<file path="config.mk">
export PLATFORM = sky130hd
export DESIGN_NAME = tans_hf_recoder
export DESIGN_NICKNAME = d
export VERILOG_FILES = /design/src/rtl/tans_pkg.sv /design/src/rtl/tans_dec_lut.sv /design/src/rtl/tans_hf_recoder.sv
export SDC_FILE = /design/constraint.sdc
export NUM_CORES = 1
export LEC_CHECK = 0
export CORE_MARGIN = 3
export CORE_UTILIZATION = 54
export DETAILED_ROUTE_END_ITERATION = 8
export PLACE_DENSITY = 0.84
export SETUP_SLACK_MARGIN = 0.2
export SYNTH_ARGS = -nofsm -noshare
export SYNTH_HDL_FRONTEND = slang
export SYNTH_SLANG_ARGS = --single-unit
</file>
<file path="constraint.sdc">
create_clock -name PHI -period 3.15 [get_ports PHI]
set_input_delay 0.63 -clock PHI [delete_from_list [all_inputs] [get_ports PHI]]
set_output_delay 0.63 -clock PHI [all_outputs]
set_load 0.01 [all_outputs]
</file>
<file path="src/rtl/tans_pkg.sv">
// Shared tANS/Huffman definitions for the recoder pair.
// Decode table, symbol codes and FSM state encoding.
package tans_pkg;

  localparam int L       = 8;
  localparam int STATE_W = 4;

  typedef enum logic [1:0] {
    SYM_A,
    SYM_B,
    SYM_C
  } sym_e;

  // Huffman codes right-justified, emitted MSB first
  localparam logic [1:0] HUF_A   = 2'b00;
  localparam logic [1:0] HUF_B   = 2'b10;
  localparam logic [1:0] HUF_C   = 2'b11;
  localparam int         HLEN_A  = 1;
  localparam int         HLEN_B  = 2;
  localparam int         HLEN_C  = 2;

  typedef struct packed {
    sym_e               sym;
    logic [1:0]         nb;
    logic [STATE_W-1:0] base;
  } dec_ent_t;

  // Indexed by state - L
  localparam dec_ent_t DEC_TAB [L] = '{
    '{SYM_A, 2'd1, 4'd10},
    '{SYM_A, 2'd1, 4'd12},
    '{SYM_B, 2'd2, 4'd8},
    '{SYM_A, 2'd1, 4'd14},
    '{SYM_A, 2'd0, 4'd8},
    '{SYM_B, 2'd2, 4'd12},
    '{SYM_A, 2'd0, 4'd9},
    '{SYM_C, 2'd3, 4'd8}
  };

  typedef enum logic [2:0] {
    S_IDLE,
    S_BIT1,
    S_BIT2,
    S_WAIT,
    S_DONE
  } st_e;

  // Code bit of a symbol: sec=0 first bit, sec=1 second bit
  function automatic logic huf_bit(sym_e s, logic sec);
    logic b;
    b = 1'b0;
    unique case (s)
      SYM_A: b = HUF_A[0];
      SYM_B: b = sec ? HUF_B[0] : HUF_B[1];
      SYM_C: b = sec ? HUF_C[0] : HUF_C[1];
      default: b = 1'b0;
    endcase
    return b;
  endfunction

endpackage

</file>
<file path="src/rtl/tans_dec_lut.sv">
// tANS decode lookup: state -> {symbol, bit count, base}.
// Pure table; swapping DEC_TAB leaves the FSM untouched.
module tans_dec_lut
  import tans_pkg::*;
(
  input  logic [STATE_W-1:0] state,
  output sym_e               sym,
  output logic [1:0]         nb,
  output logic [STATE_W-1:0] base
);

  dec_ent_t e;

  // Select the entry whose state matches
  always_comb begin
    e = DEC_TAB[0];
    for (int i = 0; i < L; i++) begin
      if (state == STATE_W'(L + i)) e = DEC_TAB[i];
    end
  end

  assign sym  = e.sym;
  assign nb   = e.nb;
  assign base = e.base;

endmodule

</file>
<file path="src/rtl/tans_hf_recoder.sv">
// tANS chunk stream -> serial Huffman bits, forward order.
// One code bit per cycle; reports recovered start state.
module tans_hf_recoder #(
  parameter int CNT_W   = 8,
  parameter int STATE_W = 4
) (
  input  logic               PHI,
  input  logic               RST,
  input  logic               I_F,
  input  logic [STATE_W-1:0] init_state,
  input  logic [CNT_W-1:0]   n_symbols,
  input  logic               chunk_valid,
  output logic               chunk_ready,
  input  logic [1:0]         chunk_nbits,
  input  logic [2:0]         chunk_bits,
  output logic               o_bit,
  output logic               o_valid,
  output logic               busy,
  output logic               done,
  output logic               err,
  output logic [STATE_W-1:0] end_state
);

  import tans_pkg::*;

  st_e                st_q, st_d;
  logic [STATE_W-1:0] x_q, x_d;
  logic [STATE_W-1:0] end_q, end_d;
  logic [CNT_W-1:0]   cnt_q, cnt_d;
  logic               err_q, err_d;

  sym_e               sym;
  logic [1:0]         nb;
  logic [STATE_W-1:0] base;
  logic [2:0]         mask;
  logic [STATE_W-1:0] x_nxt;
  logic               take;

  tans_dec_lut u_lut (
    .state (x_q),
    .sym   (sym),
    .nb    (nb),
    .base  (base)
  );

  // Table nb decides how many chunk bits count
  assign mask  = 3'((4'd1 << nb) - 4'd1);
  assign x_nxt = base + STATE_W'(chunk_bits & mask);

  // Next-state, datapath updates and outputs
  always_comb begin
    st_d        = st_q;
    x_d         = x_q;
    cnt_d       = cnt_q;
    end_d       = end_q;
    err_d       = err_q;
    o_valid     = 1'b0;
    o_bit       = 1'b0;
    chunk_ready = 1'b0;
    busy        = 1'b0;
    done        = 1'b0;
    take        = 1'b0;
    unique case (st_q)
      S_IDLE, S_DONE: begin
        done = (st_q == S_DONE);
        if (I_F) begin
          x_d   = init_state;
          cnt_d = n_symbols;
          err_d = 1'b0;
          if (n_symbols == '0) begin
            st_d  = S_DONE;
            end_d = init_state;
          end else begin
            st_d = S_BIT1;
          end
        end
      end
      S_BIT1: begin
        busy    = 1'b1;
        o_valid = 1'b1;
        o_bit   = huf_bit(sym, 1'b0);
        if (sym == SYM_A) begin
          chunk_ready = 1'b1;
          if (chunk_valid) take = 1'b1;
          else             st_d = S_WAIT;
        end else begin
          st_d = S_BIT2;
        end
      end
      S_BIT2: begin
        busy        = 1'b1;
        o_valid     = 1'b1;
        o_bit       = huf_bit(sym, 1'b1);
        chunk_ready = 1'b1;
        if (chunk_valid) take = 1'b1;
        else             st_d = S_WAIT;
      end
      S_WAIT: begin
        busy        = 1'b1;
        chunk_ready = 1'b1;
        if (chunk_valid) take = 1'b1;
      end
      default: st_d = S_IDLE;
    endcase
    if (take) begin
      x_d   = x_nxt;
      cnt_d = cnt_q - 1'b1;
      if (chunk_nbits != nb) err_d = 1'b1;
      if (cnt_q == CNT_W'(1)) begin
        st_d  = S_DONE;
        end_d = x_nxt;
      end else begin
        st_d = S_BIT1;
      end
    end
  end

  // State and datapath registers
  always_ff @(posedge PHI) begin
    if (RST) begin
      st_q  <= S_IDLE;
      x_q   <= '0;
      cnt_q <= '0;
      end_q <= '0;
      err_q <= 1'b0;
    end else begin
      st_q  <= st_d;
      x_q   <= x_d;
      cnt_q <= cnt_d;
      end_q <= end_d;
      err_q <= err_d;
    end
  end

  assign err       = err_q;
  assign end_state = end_q;

endmodule

</file>
Word level (Yosys, flattened, before mapping). Index checks and enable logic that the tools add are counted.

Flip-flop bits (word level): 20. Input port bits: 21. Output and inout port bits: 10. Logic and storage cells: 79.

$add $sub $neg: 3. Equality and inequality tests: 17. Shift-type cells: 1. Mux-type cells: 40. Bitwise gates (word level): 1. Reductions and logical operators: 12.

Operator list (count): $mux 7 (5); $mux 4 (8); $mux 8 (4); $eq 4x4->1 const B (7); $mux 3 (7); $mux 1 (12); $pmux 3 s4 (1); $eq 8x1->1 const B (1); $logic_not 8->1 (1); $reduce_or 2->1 (4); $sub 8x1->8 const B (1); $eq 3x2->1 const B (2); $pmux 1 s2 (3); $add 4x3->4 (1); $reduce_and 2->1 (2); $reduce_bool 2->1 (2); $and 3x3->3 (1); $eq 3x1->1 const B (1); $eq 3x3->1 const B (1); $logic_not 3->1 (1); $ne 3x3->1 const B (1); $reduce_or 3->1 (1); $shl 1x2->3 const A (1); $sub 3x1->3 const B (1); 5 further kinds (5).

Logic depth before layout (Yosys ltp). Gate-level depths: netlist of the first run.

Depth after elaboration: 14. Gate-level depth with buffers: 9. Gate-level depth less buffers: 8.

Hierarchy. A second synthesis of the first run with hierarchy kept.

Cell total of the unflattened synthesis: 182. Area total of the unflattened synthesis: 1447.6 um2.

By module, submodules not included: tans_hf_recoder (times used 1, cells an instance 165, area an instance 1335.0 um2, sequential area each 400.4 um2); tans_dec_lut (times used 1, cells an instance 17, area an instance 112.6 um2, sequential area each 0.0 um2).

Least setup slack after synthesis of the first run. No wires, ideal clock.

Kind: flip-flop to flip-flop. Start: reg x_q[3]. End: reg end_q[3] (netlist: end_state[3]). Setup time: 0.086 ns. Data arrival time: 2.000 ns. Data required time: 3.064 ns. Path slack: 1.064 ns. Cell stages (with the launch flop): 10. Path buffers: 1. Clock period less this slack: 2.086 ns. Cell sequence: dfxtp_1 > clkbuf_1 > nor4bb_1 > nor2_1 > nor2_1 > ha_1 > a21o_1 > a21oi_1 > nor3_1 > a211oi_1.

Longest elaborated chain between the ends: 13. Elaborated cells between the ends (all ways): 23. Classes of those cells: 2 x add/sub; 7 x eq/ne; 1 x shift; 11 x mux; 1 x bitwise; 1 x reduce/logical.

Ends and longest elaborated chain: from (decl) (RTL line tans_hf_recoder.sv:27) `logic [STATE_W-1:0] x_q, x_d;`; from (signal assigned) (RTL line tans_hf_recoder.sv:122) `x_q <= '0;`; from (signal assigned) (RTL line tans_hf_recoder.sv:128) `x_q <= x_d;`; $eq 4x4->1 (RTL line tans_dec_lut.sv:18) `if (state == STATE_W'(L + i)) e = DEC_TAB[i];`; $mux 7 (5 in series) (RTL line tans_dec_lut.sv:18); $mux 8 (*) (RTL line tans_dec_lut.sv:18); $shl 1x2->3 (RTL line tans_hf_recoder.sv:47) `assign mask = 3'((4'd1 << nb) - 4'd1);`; $sub 3x1->3 (RTL line tans_hf_recoder.sv:47); $and 3x3->3 (RTL line tans_hf_recoder.sv:48) `assign x_nxt = base + STATE_W'(chunk_bits & mask);`; $add 4x3->4 (RTL line tans_hf_recoder.sv:48); $mux 4 (RTL line tans_hf_recoder.sv:109) `if (cnt_q == CNT_W'(1)) begin`; $mux 4 (*) (RTL line tans_hf_recoder.sv:105) `if (take) begin`; to (signal assigned) (RTL line tans_hf_recoder.sv:130) `end_q <= end_d;`; to (decl) (RTL line tans_hf_recoder.sv:28) `logic [STATE_W-1:0] end_q, end_d;`.

Every way passes the cells marked *; elsewhere a longest branch is shown, timed or not. A chain may end at the register's enable or synchronous reset.

Worst setup path in the final report of the first run.
Start: reg st_q[1]. End: out chunk_ready.

Longest elaborated chain between the ends: 3. Elaborated cells between the ends (all ways): 5. Classes of those cells: 3 x eq/ne; 1 x mux; 1 x reduce/logical.

Ends and longest elaborated chain: from (decl) (RTL line tans_hf_recoder.sv:26) `st_e st_q, st_d;`; from (signal assigned) (RTL line tans_hf_recoder.sv:127) `st_q <= st_d;`; $eq 3x2->1 (RTL line tans_hf_recoder.sv:63) `unique case (st_q)`; $reduce_or 2->1 (no source line); $pmux 1 s2 (*) (RTL line tans_hf_recoder.sv:63); to (decl) (RTL line tans_hf_recoder.sv:13) `output logic chunk_ready,`.

Marks and branches as above.

==> flow_metrics.tcl, run 1 <==
set metrics [dict create \
    clk-insertion-delay-late_ns 0.32 \
    critPathKind "flop to output pin" \
    ir_drop_mv 0.364 \
    start_kind "flop" \
    grt_antenna_before_repair 0 \
    numPortBuffers 30 \
    diodes 0 \
    route.detailed.drc 0 \
    fin_area_um2 1800 \
    r2r-start "x_q[3]" \
    cp.buffers_inverters 2 \
    syn_to_final_growth_pct 26.2 \
    fp.dieArea_um2 3300 \
    drtPass1Iterations 5 \
    final_nets 234 \
    cp_data_required_time_ns 2.52 \
    cts_tree "yes" \
    tns_ns 0 \
    power.internal_uw 539 \
    yosys.area.top_type "dfxtp_1" \
    drive_gt1_frac 0.0777 \
    cp_cell_sequence "nor2b_1 -> a31oi_1 -> inv_1 -> clkdlybuf4s50_1" \
    die_w_um 57.4 \
    hold_depth 2 \
    netSwitchingPower_uw 283 \
    htree_levels 1 \
    rr_endpoint "end_state[3]" \
    place.gp.congestion 0.904 \
    final_cell_mix "clkdlybuf4s50_1 (30), dfxtp_1 (20), nand3_1 (18), a21oi_1 (13), nor2_1 (12)" \
    cts_buffers 3 \
    rsz0062_at_grt "false" \
    hold_class "flop to flop" \
    fin_skew_ns 0.00367 \
    via_count 1570 \
    powerDensity_nw_per_um2 456 \
    syn-num-nets 207 \
    synth_edf_count 0 \
    wirelength_um 4280 \
    maxCapViolCount 0 \
    ant_nets 0 \
    cp-end-kind "output pin" \
    cpLargestDelayFamily "buffers and inverters" \
    dp.final_hpwl_um 3070 \
    hold_start "err" \
    clockPowerShare 0.268 \
    tightestPinTransition_ns 0.785 \
    r2r_setup_slack_ns 0.79 \
    leakagePower_uw 0.000698 \
    fmax_mhz 357 \
    fin_crit_sh 0.890 \
    nFillCells 214 \
    arrival_ns 2.17 \
    ys_seq_area_frac 0.280 \
    synthTopCellsByArea "dfxtp_1 (28%), nand3_1 (6.3%), a21oi_1 (4.6%), a31oi_1 (4.4%), ha_1 (4.4%)" \
    synth-seq-cells 20 \
    switching_share 0.344 \
    ios 31 \
    power_frac_comb 0.327 \
    drtIter0Drc 127 \
    cts-root-buf "clkbuf_4" \
    die-height_um 57.4 \
    maxSlewViolCount 0 \
    grt-ovfl-total 0 \
    num_rows 18 \
    start_util 0.572 \
    wl_per_cell_um 18.1 \
    worstRegToRegCells 8 \
    regArea_um2 400 \
    cts.sinks 20 \
    hold_viol 0 \
    multiInputGateArea_um2 948 \
    status "complete, no violations" \
    grt_pass1_wl_um 7180 \
    seq_power_share 0.404 \
    yosysWarningCount 0 \
    post_cts_buffers 0 \
    crit_slowest_cell "dfxtp_1" \
    synth_cells 180 \
    finalSetupViolations 0 \
    placed_area_um2 1750 \
    ys_types 49 \
    vias_per_cell 6.65 \
    postCtsHoldBufs 0 \
    avgSynthCellArea_um2 7.94 \
    core_um2 2500 \
    grt_util_all_layers 0.276 \
    synth_top_cell_area_share 0.280 \
    grt_pass1_vias 1615 \
    clockBufferDepth 2 \
    mostFrequentLayoutCell "clkdlybuf4s50_1" \
    clk_pin_slew_ns 0.13 \
    critPathMaxFanout 10 \
    synthFlopType "dfxtp_1" \
    relSlewSlack 0.475 \
    period_needed_ns 2.80 \
    cpPeakStageDelay_ns 0.58 \
    async_reset_ff_frac 0 \
    cts_resized 0 \
    synth_area_um2 1430 \
    grt_max_degree 21 \
    whs_endpoint "err" \
]
## area by class of cell
class,count,area share
multi-input cells,140,0.526
flip-flops and latches,20,0.222
repair buffers,35,0.187
well taps,30,0.0208
clock inverters,1,0.0167
inverters,7,0.0146
clock buffers,3,0.0125
## how the worst max path moves through the flow
| stage | start | endpoint | slack (ns) | depth (start not counted) |
|---|---|---|---|---|
| 6_report | st_q[1] | chunk_ready | 0.35 | 4 |
| 5_1_grt | st_q[1] | chunk_ready | 0.28 | 4 |
| 4_1_cts | st_q[1] | chunk_ready | 0.39 | 4 |
| 3_5_place_dp | chunk_valid | err | 0.51 | 5 |
| 3_3_place_gp | chunk_valid | cnt_q[7] | 0.59 | 5 |
| 2_1_floorplan | x_q[3] | end_state[3] | 1.06 | 9 |
## metrics by stage
stage	util	setup slack (ns)	instances	hold slack, ns	total power [uW]
global placement	0.700	0.590	232	0.477	586
finish	0.721	0.348	236	0.518	822
detailed placement	0.700	0.513	232	0.508	597
floorplan	-	1.06	180	0.464	492
global route	0.721	0.283	236	0.563	863
CTS	0.721	0.388	236	0.526	818
## routing by layer
layer	global-route usage	part of all wire
met2	0.423	0.49
met3	0.0633	0.080
met5	0	0
met1	0.361	0.42
met4	0.139	0.014
## Yosys cell counts (all sizes together) (3+ instances only)
cell type / n
dfxtp: 20
nand3: 18
a21oi: 13
nor2: 12
nor3: 11
a31oi: 10
clkbuf: 9
inv: 7
a22oi: 6
nand2: 6
ha: 5
a211oi: 4
buf: 4
mux2i: 4
o21ai: 4
and2: 3
nor3b: 3
## state kept, by name, summed over array words and instances (netlist names)
signal	flops
end_state	4
cnt_q	8
err	1
st_q	3
x_q	4
## power groups by stage
stage	registers (uW)	logic, uW	clock network [uW]
6_report	332	269	221
5_1_grt	337	296	230
2_1_floorplan	305	186	0
3_3_place_gp	331	254	0
3_5_place_dp	335	262	0
4_1_cts	329	264	225
## cell families (layout without fill, tap and decap cells)
| family | after synthesis | after routing | share of synthesized area |
|---|---|---|---|
| AND/OR/NAND/NOR | 74 | 74 | 0.308 |
| multiplexers | 4 | 4 | 0.0280 |
| XOR/XNOR | 4 | 4 | 0.0245 |
| buffers and inverters | 20 | 46 | 0.0560 |
| adder cells (fa/ha/maj) | 6 | 6 | 0.0578 |
| flip-flops | 20 | 20 | 0.280 |
| AO/OA/AOI/OAI | 52 | 52 | 0.245 |
## tightest hold or removal path, cell delays in order (launching register included)
cell,delay (ns)
dfxtp_1,0.34
nand2_1,0.07
a221oi_1,0.07
(Power assumes the default switching activity.)
==> run 2: changes to the inputs <==
--- a/config.mk
+++ b/config.mk
@@ -6,9 +6,9 @@
 export NUM_CORES = 1
 export LEC_CHECK = 0
 export CORE_MARGIN = 3
-export CORE_UTILIZATION = 54
+export CORE_UTILIZATION = 50
 export DETAILED_ROUTE_END_ITERATION = 8
-export PLACE_DENSITY = 0.84
+export PLACE_DENSITY = 0.79
 export SETUP_SLACK_MARGIN = 0.2
 export SYNTH_ARGS = -nofsm -noshare
 export SYNTH_HDL_FRONTEND = slang
==> constraint.sdc (replaced) <==
create_clock -name PHI -period 2.7 [get_ports PHI]
set_input_delay 0.54 -clock PHI [delete_from_list [all_inputs] [get_ports PHI]]
set_output_delay 0.54 -clock PHI [all_outputs]
set_load 0.01 [all_outputs]
==> run 2 against run 1 <==
Net effect: non-clock buffer count is 2 higher; sequential cell count unchanged; cell count is 0.85% higher; count of clock-buffer cells in the layout up 1; sequential power increased by 17%; design area grew 1.1%; clock skew rose by 0.0049 ns; largest cell class unchanged; total power grew 8.1%; routed wire length shrank 4.4%; die area is 7.1% higher.
==> flow_metrics.tcl, run 2 (synthesis gave the netlist of run 1 again) <==
set metrics [dict create \
    core_um2 2590 \
    vias_per_cell 6.65 \
    cts-root-buf "clkbuf_4" \
    via_count 1583 \
    fin_crit_sh 0.893 \
    maxCapViolCount 0 \
    tns_ns 0 \
    fin_skew_ns 0.00854 \
    status "complete, no violations" \
    hold_viol 0 \
    drive_gt1_frac 0.125 \
    wirelength_um 4090 \
    clk-insertion-delay-late_ns 0.31 \
    clockBufferDepth 2 \
    r2r-start "x_q[3]" \
    route.met3.wl_um 266 \
    hold_class "flop to flop" \
    numPortBuffers 30 \
    routed.top_layer "met4" \
    finalSetupViolations 0 \
    cpPeakStageDelay_ns 0.49 \
    grt-ovfl-total 0 \
    final_cell_mix "clkdlybuf4s50_1 (30), nand3_1 (18), dfxtp_1 (14), a21oi_1 (13), nor2_1 (12)" \
    start_util 0.552 \
    ios 31 \
    cpLargestDelayFamily "buffers and inverters" \
    postCtsHoldBufs 0 \
    die_w_um 59.5 \
    rsz0062_at_grt "false" \
    placed_area_um2 1770 \
    diodes 0 \
    ir_drop_mv 0.346 \
    tightestPinTransition_ns 0.485 \
    critPathMaxFanout 13 \
    cts_buffers 3 \
    rr_endpoint "end_state[3]" \
    syn_to_final_growth_pct 27.6 \
    dp.final_hpwl_um 3050 \
    wl_met2_um 1980 \
    cts_tree "yes" \
    start_kind "flop" \
    cts.sinks 20 \
    num_rows 18 \
    cp.buffers_inverters 2 \
    grt_pass1_wl_um 6720 \
    leakagePower_uw 0.000707 \
    maxSlewViolCount 0 \
    drtPass1Iterations 4 \
    place.gp.congestion 0.870 \
    fmax_mhz 415 \
    clk_pin_slew_ns 0.11 \
    grt_util_all_layers 0.247 \
    htree_levels 1 \
    critPathKind "flop to output pin" \
    ant_nets 0 \
    crit_slowest_cell "clkdlybuf4s50_1" \
    largest_register_ffs 8 \
    wl_per_cell_um 17.2 \
    hold_start "err" \
    fin_area_um2 1820 \
    drtIter0Drc 98 \
    timing.hold.ws_ns 0.499 \
    final_nets 236 \
    whs_endpoint "err" \
    route.detailed.drc 0 \
    post_cts_buffers 0 \
    hold_depth 2 \
    cp_data_required_time_ns 2.16 \
    period_needed_ns 2.41 \
    grt_antenna_before_repair 0 \
    die-height_um 59.5 \
    cp_cell_sequence "nand4bb_1 -> a31oi_1 -> inv_1 -> clkdlybuf4s50_1" \
    m1WireLength_um 1740 \
    mostFrequentLayoutCell "clkdlybuf4s50_1" \
    relSlewSlack 0.674 \
    grt_pass1_vias 1547 \
    grt_max_degree 18 \
    regMostFlops "cnt_q" \
    fp.dieArea_um2 3530 \
    worstRegToRegCells 8 \
    cp-end-kind "output pin" \
    powerDensity_nw_per_um2 488 \
    r2r_setup_slack_ns 0.50 \
    arrival_ns 1.87 \
]
run 2: final cells by class:
class                   count  area (um^2)
flip-flops and latches     20          410
repair buffers             37          353
well taps                  30         37.5
clock buffers               4         36.3
inverters                   7         26.3
fillers                   236          767
multi-input cells         140          960
run 2: repair_timing:
item / 4_1_cts / 5_1_grt
endpoints found under the setup margin: 1 / 4
gates resized for setup: 1 / 8
gates cloned: 0 / 0
run 2: how the worst max path moves through the flow:
stage                start            to  slack [ns]  cells after the start
2_1_floorplan       x_q[3]  end_state[3]        0.61                      9
3_3_place_gp   chunk_valid      cnt_q[7]        0.25                      5
3_5_place_dp   chunk_valid      cnt_q[7]        0.20                      5
4_1_cts             x_q[3]   chunk_ready        0.22                      4
5_1_grt             x_q[2]   chunk_ready        0.22                      4
6_report            x_q[2]   chunk_ready        0.29                      4
run 2: per-stage QoR:
stage                     utilization  total power (uW)  std cells  setup WS, ns
after global routing            0.704               948        238         0.223
after floorplan                     -               574        180         0.614
final                           0.704               889        238         0.290
after CTS                       0.696               879        238         0.217
after global placement          0.682               687        234         0.250
after detailed placement        0.682               700        234         0.195
run 2: worst register-to-register path, stage by stage, from the launching register on:
cell and delay (ns):
dfxtp_2 0.46, nor4bb_2 0.36, nor2_1 0.14, nor2_1 0.21, ha_1 0.27, a21o_1 0.16, a21oi_1 0.23, nor3_1 0.08
a211oi_1 0.23
run 2: per-layer routing:
metal	GRT usage	vias up
met1	0.310	737
met2	0.409	83
li1	-	748
met5	0	-
met4	0.129	0
met3	0.0327	15
run 2: power breakdown:
part / leakage, uW / switching [uW] / internal [uW]
clock: 0.0000210 / 99.9 / 82.4
sequential: 0.000167 / 60.6 / 329
combinational: 0.000519 / 159 / 158
==> run 3: changes to the inputs <==
--- a/config.mk
+++ b/config.mk
@@ -5,10 +5,11 @@
 export SDC_FILE = /design/constraint.sdc
 export NUM_CORES = 1
 export LEC_CHECK = 0
+export ABC_AREA = 1
 export CORE_MARGIN = 3
-export CORE_UTILIZATION = 50
+export CORE_UTILIZATION = 52
 export DETAILED_ROUTE_END_ITERATION = 8
-export PLACE_DENSITY = 0.79
+export PLACE_DENSITY = 0.8
 export SETUP_SLACK_MARGIN = 0.2
 export SYNTH_ARGS = -nofsm -noshare
 export SYNTH_HDL_FRONTEND = slang
==> run 3 against run 2 <==
Net effect: critical path depth rose by 3; sequential cell count stayed put; clock skew shrank 0.0018 ns; synthesized cell count is 41% higher; count of clock-buffer cells in the layout decreased by 1; worst hold slack got worse by 0.023 ns; first-iteration DRC count decreased by 17%; via count is 1.9% higher.
==> flow_metrics.tcl, run 3 <==
set metrics [dict create \
    die-height_um 60.9 \
    grt_antenna_before_repair 0 \
    powerDensity_nw_per_um2 530 \
    syn-num-nets 280 \
    setup_slack_ns 0.369 \
    status "complete, no violations" \
    grt_pass1_wl_um 6240 \
    rsz0062_at_grt "false" \
    cp_data_required_time_ns 2.16 \
    fin_skew_ns 0.00678 \
    clockPowerShare 0.143 \
    fin_crit_sh 0.863 \
    fmax_mhz 429 \
    maxCapViolCount 0 \
    via_count 1613 \
    placed_area_um2 1880 \
    synth_top_cell_area_share 0.255 \
    cts-root-buf "clkbuf_4" \
    finalSetupViolations 0 \
    synthTopCellsByArea "dfxtp_1 (26%), nand2_1 (16%), inv_1 (7.9%), nor2_1 (7.2%), nand3_1 (7.0%)" \
    place_ws_ns 0.406 \
    ir_drop_mv 0.385 \
    cp-end-kind "output pin" \
    ys_types 35 \
    seq_power_share 0.377 \
    clk_pin_slew_ns 0.12 \
    grt-ovfl-total 0 \
    grt_pass1_vias 1455 \
    synth_area_um2 1570 \
    hold_viol 0 \
    postCtsHoldBufs 0 \
    grt_max_degree 21 \
    wl_per_cell_um 11.6 \
    regMostFlops "cnt_q" \
    power_frac_comb 0.480 \
    num_rows 19 \
    vias_per_cell 5.15 \
    largest_register_ffs 8 \
    drive_gt1_frac 0.110 \
    avgSynthCellArea_um2 6.20 \
    cts_buffers 3 \
    ys_seq_area_frac 0.255 \
    arrival_ns 1.79 \
    ys_top_cells_by_count "nand2_1 (67), inv_1 (33), nor2_1 (30)" \
    maxSlewViolCount 0 \
    critPathMaxFanout 4 \
    core_um2 2810 \
    leakagePower_uw 0.000900 \
    worstRegToRegCells 12 \
    htree_levels 1 \
    power.internal_uw 592 \
    netSwitchingPower_uw 418 \
    drtIter0Drc 81 \
    synthFlopType "dfxtp_1" \
    fin_area_um2 1910 \
    clk-insertion-delay-late_ns 0.30 \
    syn_to_final_growth_pct 21.7 \
    regArea_um2 404 \
    hold_class "flop to flop" \
    numPortBuffers 30 \
    mostFrequentLayoutCell "nand2_1" \
    final_nets 311 \
    critPathKind "flop to output pin" \
    diodes 0 \
    ios 31 \
    final_cell_mix "nand2_1 (67), inv_1 (33), clkdlybuf4s50_1 (30), nor2_1 (29), nand3_1 (22)" \
    async_reset_ff_frac 0 \
    cts.sinks 20 \
    start_util 0.559 \
    tns_ns 0 \
    yosys.area.top_type "dfxtp_1" \
    grt_util_all_layers 0.219 \
    cts_tree "yes" \
    clockBufferDepth 2 \
    yosysMostFrequentCell "nand2_1" \
    hold_depth 2 \
    route.detailed.drc 0 \
    yosysWarningCount 0 \
    period_needed_ns 2.33 \
    synth_edf_count 0 \
    synth_cells 253 \
    start_kind "flop" \
    switching_share 0.414 \
    place.gp.congestion 0.821 \
    drtPass1Iterations 4 \
    fp.dieArea_um2 3710 \
    post_cts_buffers 0 \
    wirelength_um 3620 \
    nFillCells 253 \
    die_w_um 60.9 \
    multiInputGateArea_um2 972 \
    relSlewSlack 0.672 \
    tightestPinTransition_ns 0.491 \
    ant_nets 0 \
    synth-seq-cells 20 \
    dp.final_hpwl_um 2900 \
]
-- run 3: changes by cell type after synthesis, sizes merged, moves of 4 or more --
| cell | previous run | this run |
|---|---|---|
| mux2i | 4 | 0 |
| clkbuf | 9 | 1 |
| inv | 7 | 39 |
| nand3 | 18 | 23 |
| nor3 | 11 | 5 |
| xor2 | 2 | 6 |
| a31oi | 10 | 0 |
| a211oi | 4 | 0 |
| nor2 | 12 | 31 |
| a22oi | 6 | 0 |
| o21ai | 4 | 16 |
| nand2 | 6 | 72 |
-- run 3: timing repair --
action | CTS | global route
endpoints found under the setup margin | 0 | 1
resized for setup | 0 | 5
hold endpoints to repair | 0 | 0
-- run 3: path summary, 6_finish.rpt --
check | start | endpoint | slack [ns]
min reg2reg | err | err | 0.48
min | err | err | 0.48
max reg2reg | x_q[3] | end_state[2] | 0.67
max | x_q[0] | o_bit | 0.37
-- run 3: metrics by stage --
stage	util	std cells	hold WS [ns]	power, uW
5_1_grt	0.680	313	0.497	1110
6_report	0.680	313	0.476	1010
4_1_cts	0.678	313	0.479	1010
2_1_floorplan	-	253	0.450	736
3_3_place_gp	0.670	310	0.461	861
3_5_place_dp	0.670	310	0.462	869
-- run 3: layer usage --
| layer | part of all wire | up-vias | GRT usage |
|---|---|---|---|
| met1 | 0.44 | 709 | 0.281 |
| met3 | 0.038 | 6 | 0.0191 |
| met5 | 0 | - | 0 |
| met2 | 0.51 | 39 | 0.392 |
| met4 | 0.013 | 0 | 0.0557 |
| li1 | - | 859 | - |
-- run 3: power by group through the flow --
stage               clock, uW  combinational (uW)  sequential [uW]
floorplan                   0                 359              377
global placement            0                 477              384
detailed placement          0                 485              385
CTS                       149                 487              378
global route              159                 560              387
finish                    145                 485              381
-- run 3: logic make-up (layout without fill, tap and decap cells) --
logic type,Yosys count,count (layout),share of synthesized area
buffers and inverters,46,75,0.126
AND/OR/NAND/NOR,139,139,0.394
flip-flops,20,20,0.255
XOR/XNOR,8,8,0.0447
AO/OA/AOI/OAI,34,34,0.127
adder cells (fa/ha/maj),6,6,0.0527
-- run 3: worst max-delay path, stage by stage (launching register included) --
cell and delay, ns:
dfxtp_1 0.40, inv_1 0.08, nor2_1 0.15, nand2_1 0.13, nand3_2 0.12, nand2_1 0.06
inv_1 0.04, clkdlybuf4s50_1 0.52
-- run 3: final cells by class --
class,instances,share of cell area
multi-input cells,187,0.510
flip-flops and latches,20,0.212
clock buffers,3,0.0118
well taps,31,0.0203
repair buffers,32,0.165
inverters,40,0.0813
